--- src/rtl/seg7_pkg.sv ---
// Shared constants and the hex-to-segment table for the 7-segment scan driver.
// All patterns are active-low: a 0 bit lights the segment.
package seg7_pkg;

  localparam logic [7:0] BLANK_PATTERN = 8'hFF;
  localparam logic       ANODE_OFF     = 1'b1;

  // Bits 6..0 map to segments g..a.
  function automatic logic [6:0] hex_to_seg(input logic [3:0] nib);
    logic [6:0] seg;
    case (nib)
      4'h0: seg = 7'h40;
      4'h1: seg = 7'h79;
      4'h2: seg = 7'h24;
      4'h3: seg = 7'h30;
      4'h4: seg = 7'h19;
      4'h5: seg = 7'h12;
      4'h6: seg = 7'h02;
      4'h7: seg = 7'h78;
      4'h8: seg = 7'h00;
      4'h9: seg = 7'h10;
      4'hA: seg = 7'h08;
      4'hB: seg = 7'h03;
      4'hC: seg = 7'h46;
      4'hD: seg = 7'h21;
      4'hE: seg = 7'h06;
      default: seg = 7'h0E;
    endcase
    return seg;
  endfunction

endpackage

--- src/rtl/seg7_decoder.sv ---
// Combinational nibble + decimal point to active-low 8-bit segment pattern.
module seg7_decoder
  import seg7_pkg::*;
(
  input  logic [3:0] nibble,
  input  logic       dp,
  output logic [7:0] pattern
);

  assign pattern = {~dp, hex_to_seg(nibble)};

endmodule

--- src/rtl/seg7_scan_driver.sv ---
// Time-multiplexed 7-segment driver: per-digit slot divider with anti-ghost
// blanking, frame-synchronous display updates and optional leading-zero blanking.
module seg7_scan_driver
  import seg7_pkg::*;
#(
  parameter int NUM_DIGITS   = 4,
  parameter int CLK_DIV      = 100000,
  parameter int BLANK_CYCLES = 1000
) (
  input  logic                    sysclk,
  input  logic                    reset,
  input  logic [4*NUM_DIGITS-1:0] value,
  input  logic [NUM_DIGITS-1:0]   dp,
  input  logic                    load,
  input  logic                    blank_lz,
  input  logic                    enable,
  output logic                    ready,
  output logic [NUM_DIGITS-1:0]   an,
  output logic [7:0]              bcd7
);

  localparam int DIV_W = $clog2(CLK_DIV);
  localparam int IDX_W = (NUM_DIGITS > 1) ? $clog2(NUM_DIGITS) : 1;
  localparam logic [DIV_W-1:0] DIV_LAST  = DIV_W'(CLK_DIV - 1);
  localparam logic [DIV_W-1:0] BLANK_END = DIV_W'(BLANK_CYCLES);
  localparam logic [IDX_W-1:0] IDX_LAST  = IDX_W'(NUM_DIGITS - 1);

  logic [DIV_W-1:0]                div;
  logic [IDX_W-1:0]                idx;
  logic [NUM_DIGITS-1:0][3:0]      pending;
  logic [NUM_DIGITS-1:0]           pending_dp;
  logic                            pending_flag;
  logic [NUM_DIGITS-1:0][3:0]      shown;
  logic [NUM_DIGITS-1:0]           shown_dp;

  logic                            term_count;
  logic                            frame_edge;
  logic                            in_blank;
  logic                            dark;
  logic [NUM_DIGITS-1:0]           an_sel;
  logic [NUM_DIGITS-1:0]           lz_dark;
  logic                            all_zero_above;
  logic [7:0]                      pattern;

  assign term_count = (div == DIV_LAST);
  assign frame_edge = term_count && (idx == IDX_LAST);
  assign in_blank   = (div < BLANK_END);
  assign ready      = ~pending_flag;

  seg7_decoder u_decoder (
    .nibble  (shown[idx]),
    .dp      (shown_dp[idx]),
    .pattern (pattern)
  );

  // A digit is suppressed only while every nibble from it upward is zero;
  // a lit dp keeps that digit visible but does not stop suppression below it.
  always_comb begin
    lz_dark        = '0;
    all_zero_above = 1'b1;
    for (int k = NUM_DIGITS - 1; k >= 1; k--) begin
      all_zero_above = all_zero_above & (shown[k] == 4'h0);
      lz_dark[k]     = blank_lz & all_zero_above & ~shown_dp[k];
    end
  end

  always_comb begin
    an_sel = '0;
    for (int k = 0; k < NUM_DIGITS; k++) begin
      an_sel[k] = (idx != IDX_W'(k));
    end
  end

  assign dark = !enable || in_blank || lz_dark[idx];

  always_ff @(posedge sysclk or negedge reset) begin
    if (!reset) begin
      div <= '0;
      idx <= '0;
    end else begin
      div <= term_count ? '0 : div + DIV_W'(1);
      if (term_count) begin
        idx <= (idx == IDX_LAST) ? '0 : idx + IDX_W'(1);
      end
    end
  end

  // A load on the frame edge lands in pending after the old value moves to
  // the display, so the flag stays set and the new value waits a full frame.
  always_ff @(posedge sysclk or negedge reset) begin
    if (!reset) begin
      pending      <= '0;
      pending_dp   <= '0;
      pending_flag <= 1'b0;
      shown        <= '0;
      shown_dp     <= '0;
    end else begin
      if (frame_edge && pending_flag) begin
        shown        <= pending;
        shown_dp     <= pending_dp;
        pending_flag <= 1'b0;
      end
      if (load) begin
        pending      <= value;
        pending_dp   <= dp;
        pending_flag <= 1'b1;
      end
    end
  end

  always_ff @(posedge sysclk or negedge reset) begin
    if (!reset) begin
      an   <= {NUM_DIGITS{ANODE_OFF}};
      bcd7 <= BLANK_PATTERN;
    end else if (dark) begin
      an   <= {NUM_DIGITS{ANODE_OFF}};
      bcd7 <= BLANK_PATTERN;
    end else begin
      an   <= an_sel;
      bcd7 <= pattern;
    end
  end

endmodule

--- config.mk ---
export PLATFORM = sky130hd
export DESIGN_NAME = seg7_scan_driver
export DESIGN_NICKNAME = d
export VERILOG_FILES = /design/src/rtl/seg7_pkg.sv /design/src/rtl/seg7_decoder.sv /design/src/rtl/seg7_scan_driver.sv
export SDC_FILE = /design/constraint.sdc
export NUM_CORES = 1
export LEC_CHECK = 0
export BUFFER_PORTS_ARGS = -buffer_cell sky130_fd_sc_hd__buf_2
export CAP_MARGIN = 15
export CORE_MARGIN = 2
export CORE_UTILIZATION = 35
export DETAILED_ROUTE_END_ITERATION = 10
export REMOVE_ABC_BUFFERS = 1
export SLEW_MARGIN = 5
export SYNTH_ARGS = -nofsm -noshare
export SYNTH_HDL_FRONTEND = slang
export SYNTH_SLANG_ARGS = --single-unit
--- constraint.sdc ---
create_clock -name sysclk -period 2.8 [get_ports sysclk]
set_input_delay 0.14 -clock sysclk [delete_from_list [all_inputs] [get_ports sysclk]]
set_output_delay 0.14 -clock sysclk [all_outputs]
set_load 0.02 [all_outputs]
==> results.txt <==
DRT Pass-1 Iters: 4
Synth warn: 0
Switch Pwr: 436 µW
Share of synthesized area spent on multiplexers: 21.7%
Clock power share: 43.4%
Final TNS setup: 0 ns
Worst slew margin: 32.7%
Setup Fix Bufs, Post-CTS: 0
Wire length of the first global-routing pass: 10500 µm
# hold bufs at CTS: 0
Top routing layer in use: met4
I/O Pins: 38
Worst-Skew Late Latency: 0.34 ns
Max Transition Viols Final: 0
Commonest non-fill, non-tap cell in the layout: dfrtp_1
Pwr Density: 519 mW/mm²
Pin count of the biggest net entering global routing: 73
Final min period: 2.32 ns
GRT Overall Usage: 12.9%
Die ar.: 0.0106 mm²
Clock input transition at the sequential cells of the worst setup and hold paths: 0.08 ns
Post-DR wirelength/cell: 13.9 µm
Main combinational cell family by area after synthesis: multiplexers
Port bufs: 37
Ys flop type: dfrtp_1
Vias in the first global route: 2101
Adder-cell share of the synthesized area: 4.01%
DR vias/cell: 4.72
Final worst setup slack: 0.484 ns
Sequential share of the synthesized area: 52.9%
#FFs+latches synth: 72
Htree depth: 3
Fill cells: 946
WP data arrival: 2.55 ns
Maximum clock path buffer count: 2
DIE WIDTH: 103 µm
Multi-input gate area: 0.00151 mm²
Cell taking the most area after synthesis: dfrtp_1
Critical path class: reg2reg
Wl on met1: 2950 µm
Synth Area in Compound Gates: 2.88%
CP Launch Type: flip-flop
Post-synth cell types: 45
Gpl congestion: 0.817
Seq pwr share: 53.0%
Total global routing overflow: 0
Failing checks: negative hold slack
CTS tree: built
Worst hold slack: -0.0192 ns
Final WL: 6020 µm
Nets: 330
Seq. cell area: 0.00182 mm²
Number of flops mapped to enable cells by yosys: 0
Fmax: 0.432 GHz
Synth-to-Final Area Change: 15.1%
Status: finished with violations
Worst path required time: 3.03 ns
Initial Util: 35.6%
Unrepaired setup endpoints after global routing: no
Detailed placer's ending HPWL: 4200 µm
N_diodes: 0
Leak Pwr: 0.00167 µW
Worst VDD drop: 0.000227 V
Root Driver: clkbuf_8
Combinational power share: 3.7%
Post-Synthesis Cells: 255
Die Height: 103 µm
Clk_skew: 0.0122 ns
Synth area leaders: dfrtp_1, dfstp_2, mux2_4
Final ANT Viol Nets: 0
Setup violators final: 0
Crit. End Element: flip-flop
Slew @ Worst Pin: 1.01 ns
Hold Fails Final Rpt: 11
HP Class: in2async
DR vias: 2041
Post-synthesis simple-gate area fraction: 12.1%
Post-Syn Area: 0.00343 mm²
Sinks on Clock Net: 72
Int Power: 1610 µW
Row count: 36
Asr flop ratio synth: 100%
Initial antenna violation count: 0
Switch share: 21.3%
Drc violations: 0
Layout cells sized above 1: 40.8%
XOR/XNOR Fraction of Synth Area: 3.32%
CTS Buf Count: 9
Most frequent cells in the layout: dfrtp_1, buf_2, mux2_2
Post_cts resized: 0
Max Fanout on Critical Path: 11
Initial DRC Count: 76
Met3 Wirelength: 242 µm
Tcrit/Tclk final: 82.7%
Top cell type's share of synthesized area: 43.7%
Avg Cell Area, Syn: 13.5 µm²
Core Box Area: 0.00964 mm²
Max cap viols: 0
Placement Setup Slack: 0.481 ns
DR WL met2: 2740 µm
## kinds of logic after synthesis
logic type / count (synthesis)
flops: 72
xor+xnor: 13
mux: 54
compound gates: 13
buf+inv: 21
fa+ha+maj: 11
simple gates: 71
## final timing paths
| path | start | endpoint | slack, ns | cells after the start |
|---|---|---|---|---|
| worst min register to register | div[0] | div[0] | 0.47 | 1 |
| worst max register to register | idx[0] | bcd7[3] | 0.48 | 6 |
| worst max-delay path | idx[0] | bcd7[3] | 0.48 | 6 |
| max in group asynchronous | reset | pending_dp[3] | 2.23 | 2 |
| worst min-delay path | reset | div[6] | -0.02 | 2 |
| min in group sysclk | value[4] | pending[4] | 0.02 | 2 |
## synthesized netlist by cell type (2+ instances only)
library cell	count
xnor2_1	11
nand4_1	5
or4_1	2
nor2_1	10
o2111ai_1	4
mux2i_1	5
inv_1	9
nand3_1	13
xor2_1	2
ha_1	11
dfstp_2	12
nor4_1	4
mux4_2	6
nand3b_1	2
mux2_4	20
mux2_2	22
or3b_1	2
a21oi_1	3
buf_2	2
clkbuf_1	7
buf_6	3
dfrtp_1	60
nand2_1	15
nor3_1	4
## power groups by stage
| stage | Clock (µW) | Sequential (µW) | Combinational [µW] |
|---|---|---|---|
| after floorplan | 0 | 1100 | 32.3 |
| after global placement | 0 | 1100 | 76.0 |
| after detailed placement | 0 | 1110 | 78.0 |
| after CTS | 919 | 1090 | 78.2 |
| after global routing | 964 | 1090 | 85.5 |
| final | 888 | 1080 | 74.8 |
## flip-flops by register name, summed over array words and instances (netlist names)
| name | count |
|---|---|
| an | 4 |
| bcd7 | 8 |
| div | 17 |
| idx | 2 |
| pending | 16 |
| pending_dp | 4 |
| pending_flag | 1 |
| shown | 16 |
| shown_dp | 4 |
## cell type report
class / instances / share of cell area, %
timing repair buffer: 40 / 5.26
clock inverter: 5 / 2.06
clock buffer: 11 / 3.33
sequential: 72 / 46.0
multi-input combinational: 162 / 38.3
tap: 133 / 4.21
inverter: 9 / 0.856
## metal layers
layer  GRT usage (%)  vias up
li1                -      991
met5               0        -
met1            18.2     1009
met3            3.73        7
met2            18.9       34
met4            5.16        0
## metrics by stage
| step | total power, µW | instance area [µm²] | hold WS (ns) | std cells | utilization, % |
|---|---|---|---|---|---|
| CTS | 2080 | 3950 | 0.00762 | 432 | 41.0 |
| global route | 2140 | 3950 | 0.000988 | 432 | 41.0 |
| finish | 2050 | 3950 | -0.0192 | 432 | 41.0 |
| detailed placement | 1180 | 3740 | 0.378 | 416 | 38.8 |
| floorplan | 1130 | 3360 | -0.156 | 243 | - |
| global placement | 1180 | 3740 | 0.371 | 416 | 38.8 |
## worst max-delay path, stage by stage, from the launching register on
cell,delay [ns]
dfrtp_1,0.62
mux4_2,0.63
inv_1,0.15
ha_1,0.15
inv_1,0.05
mux4_2,0.44
nand3b_1,0.17
No activity file was read; power rests on OpenSTA's default activity.
